### config.mk
export PLATFORM = sky130hd
export DESIGN_NAME = seq_alu
export DESIGN_NICKNAME = d
export VERILOG_FILES = /design/src/rtl/seq_alu_pkg.sv /design/src/rtl/alu_iter_div.sv /design/src/rtl/seq_alu.sv
export SDC_FILE = /design/constraint.sdc
export NUM_CORES = 2
export LEC_CHECK = 0
export CAP_MARGIN = 20
export CORE_AREA = 5 5 298 300
export DETAILED_ROUTE_END_ITERATION = 8
export DIE_AREA = 0 0 303 305
export GPL_TIMING_DRIVEN = 0
export PLACE_DENSITY = 0.61
export SETUP_SLACK_MARGIN = 0.02
export SLEW_MARGIN = 0
export SYNTH_ARGS = -nofsm -noshare
export SYNTH_HDL_FRONTEND = slang
export SYNTH_SLANG_ARGS = --single-unit
### constraint.sdc
create_clock -name clk -period 6.3 [get_ports clk]
set_clock_uncertainty 0.1 [all_clocks]
set_input_delay 0.945 -clock clk [delete_from_list [all_inputs] [get_ports clk]]
set_output_delay 0.945 -clock clk [all_outputs]
set_load 0.02 [all_outputs]
### src/rtl/seq_alu_pkg.sv
`default_nettype none
// ============================================================================
//  Module      : alu_pkg
//  Description : Shared definitions for seq_alu. Holds the one-hot op bit
//                indices, the FSM state type and the latency helpers. The
//                multiply latency depends on SEQ_ALU_MUL_RADIX4_EN.
//  Revision    : 1.0 - initial release
// ============================================================================
package alu_pkg;

    localparam int SIG_COUNT = 12;

    // Bit positions inside the one-hot ctrl vector
    localparam int OP_ADD = 0;
    localparam int OP_SUB = 1;
    localparam int OP_MUL = 2;
    localparam int OP_DIV = 3;
    localparam int OP_SHR = 4;
    localparam int OP_SHL = 5;
    localparam int OP_ROR = 6;
    localparam int OP_ROL = 7;
    localparam int OP_AND = 8;
    localparam int OP_OR  = 9;
    localparam int OP_NEG = 10;
    localparam int OP_NOT = 11;

    typedef enum logic [1:0] {
        ST_IDLE    = 2'd0,
        ST_MUL_IT  = 2'd1,
        ST_DIV_IT  = 2'd2,
        ST_DIV_FIX = 2'd3
    } state_t;

    // Number of Booth recode steps for a given operand width
    function automatic int mul_iters(input int bits);
`ifdef SEQ_ALU_MUL_RADIX4_EN
        return bits / 2;
`else
        return bits;
`endif
    endfunction

    // Edges from the start-sampling edge to the done edge
    function automatic int mul_lat(input int bits);
        return mul_iters(bits) + 1;
    endfunction

    function automatic int div_lat(input int bits);
        return bits + 2;
    endfunction

    localparam int DEFAULT_BITS = 32;
    localparam int MUL_LAT      = mul_lat(DEFAULT_BITS);
    localparam int DIV_LAT      = div_lat(DEFAULT_BITS);

endpackage
`default_nettype wire

### src/rtl/alu_iter_div.sv
`default_nettype none
// ============================================================================
//  Module      : alu_iter_div
//  Description : Iterative non-restoring signed divider core. load captures
//                operand magnitudes and signs, step performs one iteration,
//                fix commits the final remainder restore. quotient/remainder
//                present the sign-corrected results (truncating division,
//                remainder carries the dividend's sign).
//  Revision    : 1.0 - initial release
// ============================================================================
module alu_iter_div #(
    parameter int BITS = 32
) (
    input  logic            clk,
    input  logic            clr,
    input  logic            load,
    input  logic            step,
    input  logic            fix,
    input  logic [BITS-1:0] dividend,
    input  logic [BITS-1:0] divisor,
    output logic [BITS-1:0] quotient,
    output logic [BITS-1:0] remainder
);
    import alu_pkg::*;

    // Two guard bits: partial remainder lies in [-d, d) and 2r needs one more
    localparam int RW = BITS + 2;

    logic [RW-1:0]   rem_r;
    logic [BITS-1:0] quo_r;
    logic [BITS-1:0] dsr_r;
    logic            neg_q;
    logic            neg_r;

    logic [BITS-1:0] dvd_mag;
    logic [BITS-1:0] dsr_mag;
    logic [RW-1:0]   dsr_ext;
    logic [RW-1:0]   rem_shift;
    logic [RW-1:0]   rem_step;
    logic [RW-1:0]   rem_rest;

    // Magnitudes, one iteration and the final restore/sign fix-up
    always_comb begin
        dvd_mag   = dividend[BITS-1] ? ('0 - dividend) : dividend;
        dsr_mag   = divisor[BITS-1]  ? ('0 - divisor)  : divisor;
        dsr_ext   = {2'b00, dsr_r};
        rem_shift = {rem_r[RW-2:0], quo_r[BITS-1]};
        rem_step  = rem_r[RW-1] ? (rem_shift + dsr_ext) : (rem_shift - dsr_ext);
        rem_rest  = rem_r[RW-1] ? (rem_r + dsr_ext) : rem_r;
        quotient  = neg_q ? ('0 - quo_r) : quo_r;
        remainder = neg_r ? ('0 - rem_rest[BITS-1:0]) : rem_rest[BITS-1:0];
    end

    // Divider state: quo_r shifts dividend bits out and quotient bits in
    always_ff @(posedge clk or negedge clr) begin
        if (!clr) begin
            rem_r <= '0;
            quo_r <= '0;
            dsr_r <= '0;
            neg_q <= 1'b0;
            neg_r <= 1'b0;
        end else if (load) begin
            rem_r <= '0;
            quo_r <= dvd_mag;
            dsr_r <= dsr_mag;
            neg_q <= dividend[BITS-1] ^ divisor[BITS-1];
            neg_r <= dividend[BITS-1];
        end else if (step) begin
            rem_r <= rem_step;
            quo_r <= {quo_r[BITS-2:0], ~rem_step[RW-1]};
        end else if (fix) begin
            rem_r <= rem_rest;
        end
    end

endmodule
`default_nettype wire

### src/rtl/seq_alu.sv
`default_nettype none
// ============================================================================
//  Module      : seq_alu
//  Description : Multi-cycle ALU with start/busy/done handshake. Single-cycle
//                logic/arith ops, iterative Booth multiplier (inline) and
//                iterative non-restoring divider (alu_iter_div).
//                Define SEQ_ALU_MUL_RADIX4_EN for a radix-4 Booth multiplier
//                (BITS/2 iterations); default is radix-2 (BITS iterations).
//  Revision    : 1.0 - initial release
// ============================================================================
module seq_alu #(
    parameter int BITS      = 32,
    parameter int SIG_COUNT = 12
) (
    input  logic                 clk,
    input  logic                 clr,
    input  logic                 start,
    input  logic [SIG_COUNT-1:0] ctrl,
    input  logic [BITS-1:0]      x,
    input  logic [BITS-1:0]      y,
    output logic [2*BITS-1:0]    result,
    output logic                 busy,
    output logic                 done,
    output logic                 div0,
    output logic                 illegal
);
    import alu_pkg::*;

    localparam int SH_W      = $clog2(BITS);
    localparam int CNT_W     = $clog2(BITS);
    localparam int AW        = BITS + 2;
    localparam int MUL_ITERS = mul_lat(BITS) - 1;

    state_t            state;
    state_t            state_nxt;
    logic [CNT_W-1:0]  cnt;

    logic              accept;
    logic              legal;
    logic              y_zero;
    logic              mul_go;
    logic              div_go;
    logic              mul_step;
    logic              mul_last;
    logic              div_step;
    logic              div_fix;

    logic [SH_W-1:0]   sh;
    logic [BITS-1:0]   lo_single;

    logic [AW-1:0]     mul_a;
    logic [BITS-1:0]   mul_q;
    logic              mul_qm1;
    logic [BITS-1:0]   mul_m;
    logic [AW-1:0]     m_ext;
    logic [AW-1:0]     mul_sum;
    logic [AW-1:0]     mul_a_n;
    logic [BITS-1:0]   mul_q_n;
    logic              mul_qm1_n;
    logic [2*BITS-1:0] mul_product;

    logic [BITS-1:0]   div_quo;
    logic [BITS-1:0]   div_rem;

    // Request decode: acceptance, one-hot legality and which engine to start
    always_comb begin
        accept = start && (state == ST_IDLE);
        legal  = (ctrl != '0) && ((ctrl & (ctrl - SIG_COUNT'(1))) == '0);
        y_zero = (y == '0);
        mul_go = accept && legal && ctrl[OP_MUL];
        div_go = accept && legal && ctrl[OP_DIV] && !y_zero;
    end

    // FSM state register
    always_ff @(posedge clk or negedge clr) begin
        if (!clr) begin
            state <= ST_IDLE;
        end else begin
            state <= state_nxt;
        end
    end

    // FSM next-state logic
    always_comb begin
        state_nxt = state;
        case (state)
            ST_IDLE: begin
                if (mul_go) begin
                    state_nxt = ST_MUL_IT;
                end else if (div_go) begin
                    state_nxt = ST_DIV_IT;
                end
            end
            ST_MUL_IT:  if (cnt == '0) state_nxt = ST_IDLE;
            ST_DIV_IT:  if (cnt == '0) state_nxt = ST_DIV_FIX;
            ST_DIV_FIX: state_nxt = ST_IDLE;
            default:    state_nxt = ST_IDLE;
        endcase
    end

    // FSM outputs: engine strobes and busy
    always_comb begin
        busy     = (state != ST_IDLE);
        mul_step = (state == ST_MUL_IT);
        mul_last = (state == ST_MUL_IT) && (cnt == '0);
        div_step = (state == ST_DIV_IT);
        div_fix  = (state == ST_DIV_FIX);
    end

    // Iteration counter: loaded with iterations-1, counts down to the last step
    always_ff @(posedge clk or negedge clr) begin
        if (!clr) begin
            cnt <= '0;
        end else if (mul_go) begin
            cnt <= CNT_W'(MUL_ITERS - 1);
        end else if (div_go) begin
            cnt <= CNT_W'(BITS - 1);
        end else if ((mul_step || div_step) && (cnt != '0)) begin
            cnt <= cnt - CNT_W'(1);
        end
    end

    // Single-cycle ops; upper bits of y are ignored for shift amounts
    always_comb begin
        sh        = y[SH_W-1:0];
        lo_single = '0;
        if (ctrl[OP_ADD])      lo_single = x + y;
        else if (ctrl[OP_SUB]) lo_single = x - y;
        else if (ctrl[OP_SHR]) lo_single = x >> sh;
        else if (ctrl[OP_SHL]) lo_single = x << sh;
        else if (ctrl[OP_ROR]) lo_single = (x >> sh) | (x << (BITS - int'(sh)));
        else if (ctrl[OP_ROL]) lo_single = (x << sh) | (x >> (BITS - int'(sh)));
        else if (ctrl[OP_AND]) lo_single = x & y;
        else if (ctrl[OP_OR])  lo_single = x | y;
        else if (ctrl[OP_NEG]) lo_single = '0 - y;
        else if (ctrl[OP_NOT]) lo_single = ~y;
    end

    // Booth recode step; A carries two guard bits so +/-2M never overflows
    always_comb begin
        m_ext = {{2{mul_m[BITS-1]}}, mul_m};
`ifdef SEQ_ALU_MUL_RADIX4_EN
        case ({mul_q[1:0], mul_qm1})
            3'b001, 3'b010: mul_sum = mul_a + m_ext;
            3'b011:         mul_sum = mul_a + (m_ext << 1);
            3'b100:         mul_sum = mul_a - (m_ext << 1);
            3'b101, 3'b110: mul_sum = mul_a - m_ext;
            default:        mul_sum = mul_a;
        endcase
        mul_a_n   = {{2{mul_sum[AW-1]}}, mul_sum[AW-1:2]};
        mul_q_n   = {mul_sum[1:0], mul_q[BITS-1:2]};
        mul_qm1_n = mul_q[1];
`else
        case ({mul_q[0], mul_qm1})
            2'b01:   mul_sum = mul_a + m_ext;
            2'b10:   mul_sum = mul_a - m_ext;
            default: mul_sum = mul_a;
        endcase
        mul_a_n   = {mul_sum[AW-1], mul_sum[AW-1:1]};
        mul_q_n   = {mul_sum[0], mul_q[BITS-1:1]};
        mul_qm1_n = mul_q[0];
`endif
        mul_product = {mul_a_n[BITS-1:0], mul_q_n};
    end

    // Multiplier registers: M = x, {A,Q,q-1} shifts right each step
    always_ff @(posedge clk or negedge clr) begin
        if (!clr) begin
            mul_a   <= '0;
            mul_q   <= '0;
            mul_qm1 <= 1'b0;
            mul_m   <= '0;
        end else if (mul_go) begin
            mul_a   <= '0;
            mul_q   <= y;
            mul_qm1 <= 1'b0;
            mul_m   <= x;
        end else if (mul_step) begin
            mul_a   <= mul_a_n;
            mul_q   <= mul_q_n;
            mul_qm1 <= mul_qm1_n;
        end
    end

    alu_iter_div #(
        .BITS (BITS)
    ) u_div (
        .clk       (clk),
        .clr       (clr),
        .load      (div_go),
        .step      (div_step),
        .fix       (div_fix),
        .dividend  (x),
        .divisor   (y),
        .quotient  (div_quo),
        .remainder (div_rem)
    );

    // Result, done pulse and status flags; flags change only on accepted starts
    always_ff @(posedge clk or negedge clr) begin
        if (!clr) begin
            result  <= '0;
            done    <= 1'b0;
            div0    <= 1'b0;
            illegal <= 1'b0;
        end else begin
            done <= 1'b0;
            if (accept) begin
                div0    <= legal && ctrl[OP_DIV] && y_zero;
                illegal <= !legal;
                if (!legal) begin
                    done <= 1'b1;
                end else if (ctrl[OP_DIV] && y_zero) begin
                    result <= {x, {BITS{1'b1}}};
                    done   <= 1'b1;
                end else if (!ctrl[OP_MUL] && !ctrl[OP_DIV]) begin
                    result <= {{BITS{1'b0}}, lo_single};
                    done   <= 1'b1;
                end
            end else if (mul_last) begin
                result <= mul_product;
                done   <= 1'b1;
            end else if (div_fix) begin
                result <= {div_rem, div_quo};
                done   <= 1'b1;
            end
        end
    end

endmodule
`default_nettype wire

==> results.py <==
metrics = {
    "clocking": {
        "htreeDepth": 2,
        "cts_root_buf": "clkbuf_16",
        "clk_pin_slew_ps": 60,
        "holdBufCountCts": 0,
        "cts.path.max_buffers": 3,
        "cts_buffers": 38,
        "cts_sinks": 272,
        "clock_latency_ps": 590,
        "cts_tree": "yes",
    },
    "setup_path": {
        "endpoint_kind": "register",
        "start_kind": "input pin",
        "arrival_ps": 6840,
        "r2r-start": "u_div.rem_r[33]",
        "critical_path_class": "in -> reg",
        "worstPathCellList": "clkdlybuf4s50_1 -> clkbuf_4 -> clkbuf_4 -> clkbuf_4 -> inv_1 -> ha_1 -> clkbuf_1 -> clkbuf_2 -> clkbuf_2 -> nor2_1 -> a21oi_1 -> nor2_1 -> a31oi_2 -> o32ai_1 -> o211ai_1 -> a21oi_1 -> a311oi_1 -> buf_2 -> a211o_1 -> a31oi_1",
        "slowest_stage": "clkdlybuf4s50_1",
        "r2r_cells": 20,
        "r2r_end": "u_div.rem_r[33]",
        "cp_top_family": "buffers and inverters",
        "cp_max_fo": 10,
        "critPathMostFrequentCell": "clkbuf_4",
        "reg2reg_slack_ps": 240,
        "cp_slowest_stage_delay_ps": 590,
        "path_buf_inv": 9,
        "crit_required_ps": 6630,
    },
    "timing": {
        "fin_tns_setup_ps": -720,
        "setup_slack_ps": -213,
        "setup_viol_count_final": 9,
        "slew_headroom_pct": 14.3,
        "fin_crit_sh_pct": 103,
        "hold_viol_final": 0,
        "maxSlewViolCount": 0,
        "rsz0062_at_grt": "no",
        "min_period_ps": 6510,
        "hold_ws_ps": 256,
        "fmax_mhz": 154,
        "worstMarginPinSlew_ps": 1290,
    },
    "grt": {
        "grt_pass1_wl_um": 286000,
        "gr-total-overflow": 0,
        "grt_max_degree": 100,
        "grt_pass1_vias": 37361,
        "grt_use_total_pct": 43.1,
        "grt_antenna_before_repair": 15,
    },
    "detailed_routing": {
        "route.final.wire_length_um": 208000,
        "route.detailed.drc": 0,
        "wl_per_cell_um": 34.7,
        "viasPerCell": 6.64,
        "postRouteAntennaNets": 0,
        "drtIter0Drc": 5642,
        "vias": 39859,
        "drtPass1Iterations": 6,
    },
    "run_status": {
        "status": "finished with violations",
        "violations": "setup timing",
    },
    "yosys": {
        "synth_edf_count": 0,
        "syn-mean-instance-area_um2": 7.37,
        "yosys.area_share.simple_pct": 19.2,
        "synth_fa_ha_area_share_pct": 7.98,
        "yosysUniqueCellTypes": 105,
        "ys_seq_area_share_pct": 20.0,
        "synth_top_family_by_area": "compound AO/OA/AOI/OAI gates",
        "synth_xor_area_share_pct": 7.98,
        "synth_warnings": 0,
        "synth_compound_area_share_pct": 28.5,
        "synth_cells": 4612,
        "ys_ff_latch": 272,
        "syn_nets": 4904,
        "netlist_area_um2": 34000,
        "async_reset_ff_share_pct": 100,
        "ys.flop_type": "dfrtp_1",
        "synth_mux_area_share_pct": 10.4,
    },
    "floorplan": {
        "coreArea_um2": 85900,
        "die_h_um": 305,
        "start_util_pct": 39.6,
        "dieArea_um2": 92400,
        "die_w_um": 303,
        "std_cell_rows": 108,
        "io-pin-count": 147,
    },
    "pwr": {
        "p_leak_nw": 15.5,
        "power_density_nw_per_um2": 366,
        "p_total_mw": 14.2,
        "ir_worst_vdd_uv": 199,
    },
    "final_layout": {
        "syn_to_final_growth_pct": 14.3,
        "drive_gt1_share_pct": 7.64,
        "fin_nets": 5110,
        "fin_area_um2": 38900,
        "fillers": 8988,
    },
    "place": {
        "gp_congestion": 1.10,
        "hpwl_um": 166000,
        "port_buffers": 142,
        "dpl_cell_area_um2": 37200,
    },
    "job": {
        "max_cap_viol_count": 0,
    },
    "hold_path": {
        "hold_path_class": "in -> async",
    },
}
-- placed cells by master (no fill, tap or decap), types with 28 or more instances in the layout --
cell / instances
clkbuf_1: 233
a211oi_1: 144
xnor2_1: 227
a21oi_1: 401
buf_2: 34
o22ai_1: 28
ha_1: 208
nand2b_1: 49
nor2b_1: 43
buf_1: 36
xor2_1: 82
nand3_1: 83
nor2_1: 516
dfrtp_1: 272
o21ai_0: 400
inv_1: 162
o31ai_1: 35
or3_1: 35
o21bai_1: 34
nor4_1: 28
a31oi_1: 74
mux2_2: 92
clkbuf_16: 40
clkdlybuf4s50_1: 141
o211ai_1: 68
mux2i_1: 218
a21o_1: 68
nor3_1: 84
nand2_1: 450
-- what timing repair did --
item / in CTS / in global routing
resized for setup: 98 / 25
gates cloned: 0 / 0
pin swaps: 4 / 3
endpoints found under the setup margin: 172 / 37
buffers inserted: 2 / 2
-- synth_stat cells, drive strengths merged (34+ instances only) --
cell type  count  area share, %
nor2b         43           0.79
nand2b        49           0.90
inv          165            1.8
nor2         517            5.7
a21o          69            1.5
a211oi       149            3.3
mux2          93            3.1
dfrtp        272             20
mux2i        220            6.5
nor3          91            1.4
o21ai        414            6.1
nand3         84            1.3
xnor2        227            5.8
clkbuf       264            2.9
a31oi         76            1.4
ha           208            7.7
a21oi        409            6.0
o211ai        68            1.5
buf           84            1.1
or3           36           0.68
o31ai         37           0.83
nand2        453            5.0
xor2          83            2.1
o21bai        34           0.75
-- worst register-to-register path: stages, from the launching register on --
cell	delay, ps
dfrtp_1	570
buf_2	390
buf_2	330
clkbuf_4	390
buf_4	350
buf_2	320
a21oi_1	90
xor2_1	160
ha_1	370
a21o_1	210
a21o_1	170
a21o_1	190
a211oi_1	350
o21ai_0	170
o211ai_1	420
o21ai_0	250
a41oi_1	370
a21o_1	210
o21ai_0	110
xor2_1	240
o21ai_0	130
-- worst max-delay path by stage --
| stage | startpoint | endpoint | cells past startpoint |
|---|---|---|---|
| after CTS | y[4] | result[30] | 16 |
| after floorplan | y[1] | result[31] | 21 |
| after detailed placement | y[1] | result[30] | 21 |
| after global routing | y[0] | result[24] | 20 |
| after global placement | clr | mul_m[17] | 1 |
| final | y[0] | result[24] | 20 |
-- registers in the layout, summed over array words and instances, names as in the netlist, 2 cells and up --
signal,cells
mul_q,32
result,64
mul_a,33
mul_m,32
state,2
cnt,5
u_div.dsr_r,32
u_div.quo_r,32
u_div.rem_r,34
-- per-stage QoR --
stage / setup slack (ps) / std cells / utilization, %
finish: -213 / 6001 / 45.2
global route: 21.2 / 5998 / 45.2
CTS: -19.9 / 5994 / 45.1
detailed placement: -2840 / 5930 / 43.3
global placement: -8900 / 5909 / 42.9
floorplan: 736 / 4612 / -
-- area by class of cell --
type | instances | area (um^2) | share of cell area (%)
Antenna cell | 3 | 7.51 | 0.0193
Buffer | 344 | 1460 | 3.76
Clock buffer | 51 | 1100 | 2.83
Clock inverter | 14 | 150 | 0.386
Inverter | 169 | 637 | 1.64
Multi-Input combinational cell | 3823 | 25400 | 65.4
Sequential cell | 272 | 6810 | 17.5
Tap cell | 1155 | 1450 | 3.72
Timing Repair Buffer | 170 | 1850 | 4.77
-- metal layers --
metal | up-vias | routed length [um] | global-route usage (%)
li1 | 17139 | - | -
met1 | 19323 | 82000 | 56.9
met2 | 2738 | 85200 | 63.0
met3 | 649 | 22800 | 9.86
met4 | 10 | 17800 | 27.6
met5 | - | 66 | 0
-- logic make-up (layout without fill, tap and decap cells) --
group                      Yosys count  count (layout)
buffers and inverters              517             748
adders and majority gates          214             214
xor gates and xnor gates           310             310
other                                0               3
and+or+nand+nor                   1438            1438
AOI/OAI and AO/OA                 1535            1535
muxes                              326             326
DFF                                272             272
-- power breakdown --
part | switching, mW | internal [mW] | total [mW]
clock network | 0.974 | 1.28 | 2.25
registers | 0.507 | 2.16 | 2.66
logic | 6.03 | 3.28 | 9.31
total | 7.51 | 6.72 | 14.2
Note: power is estimated with default switching activity, not from simulation.
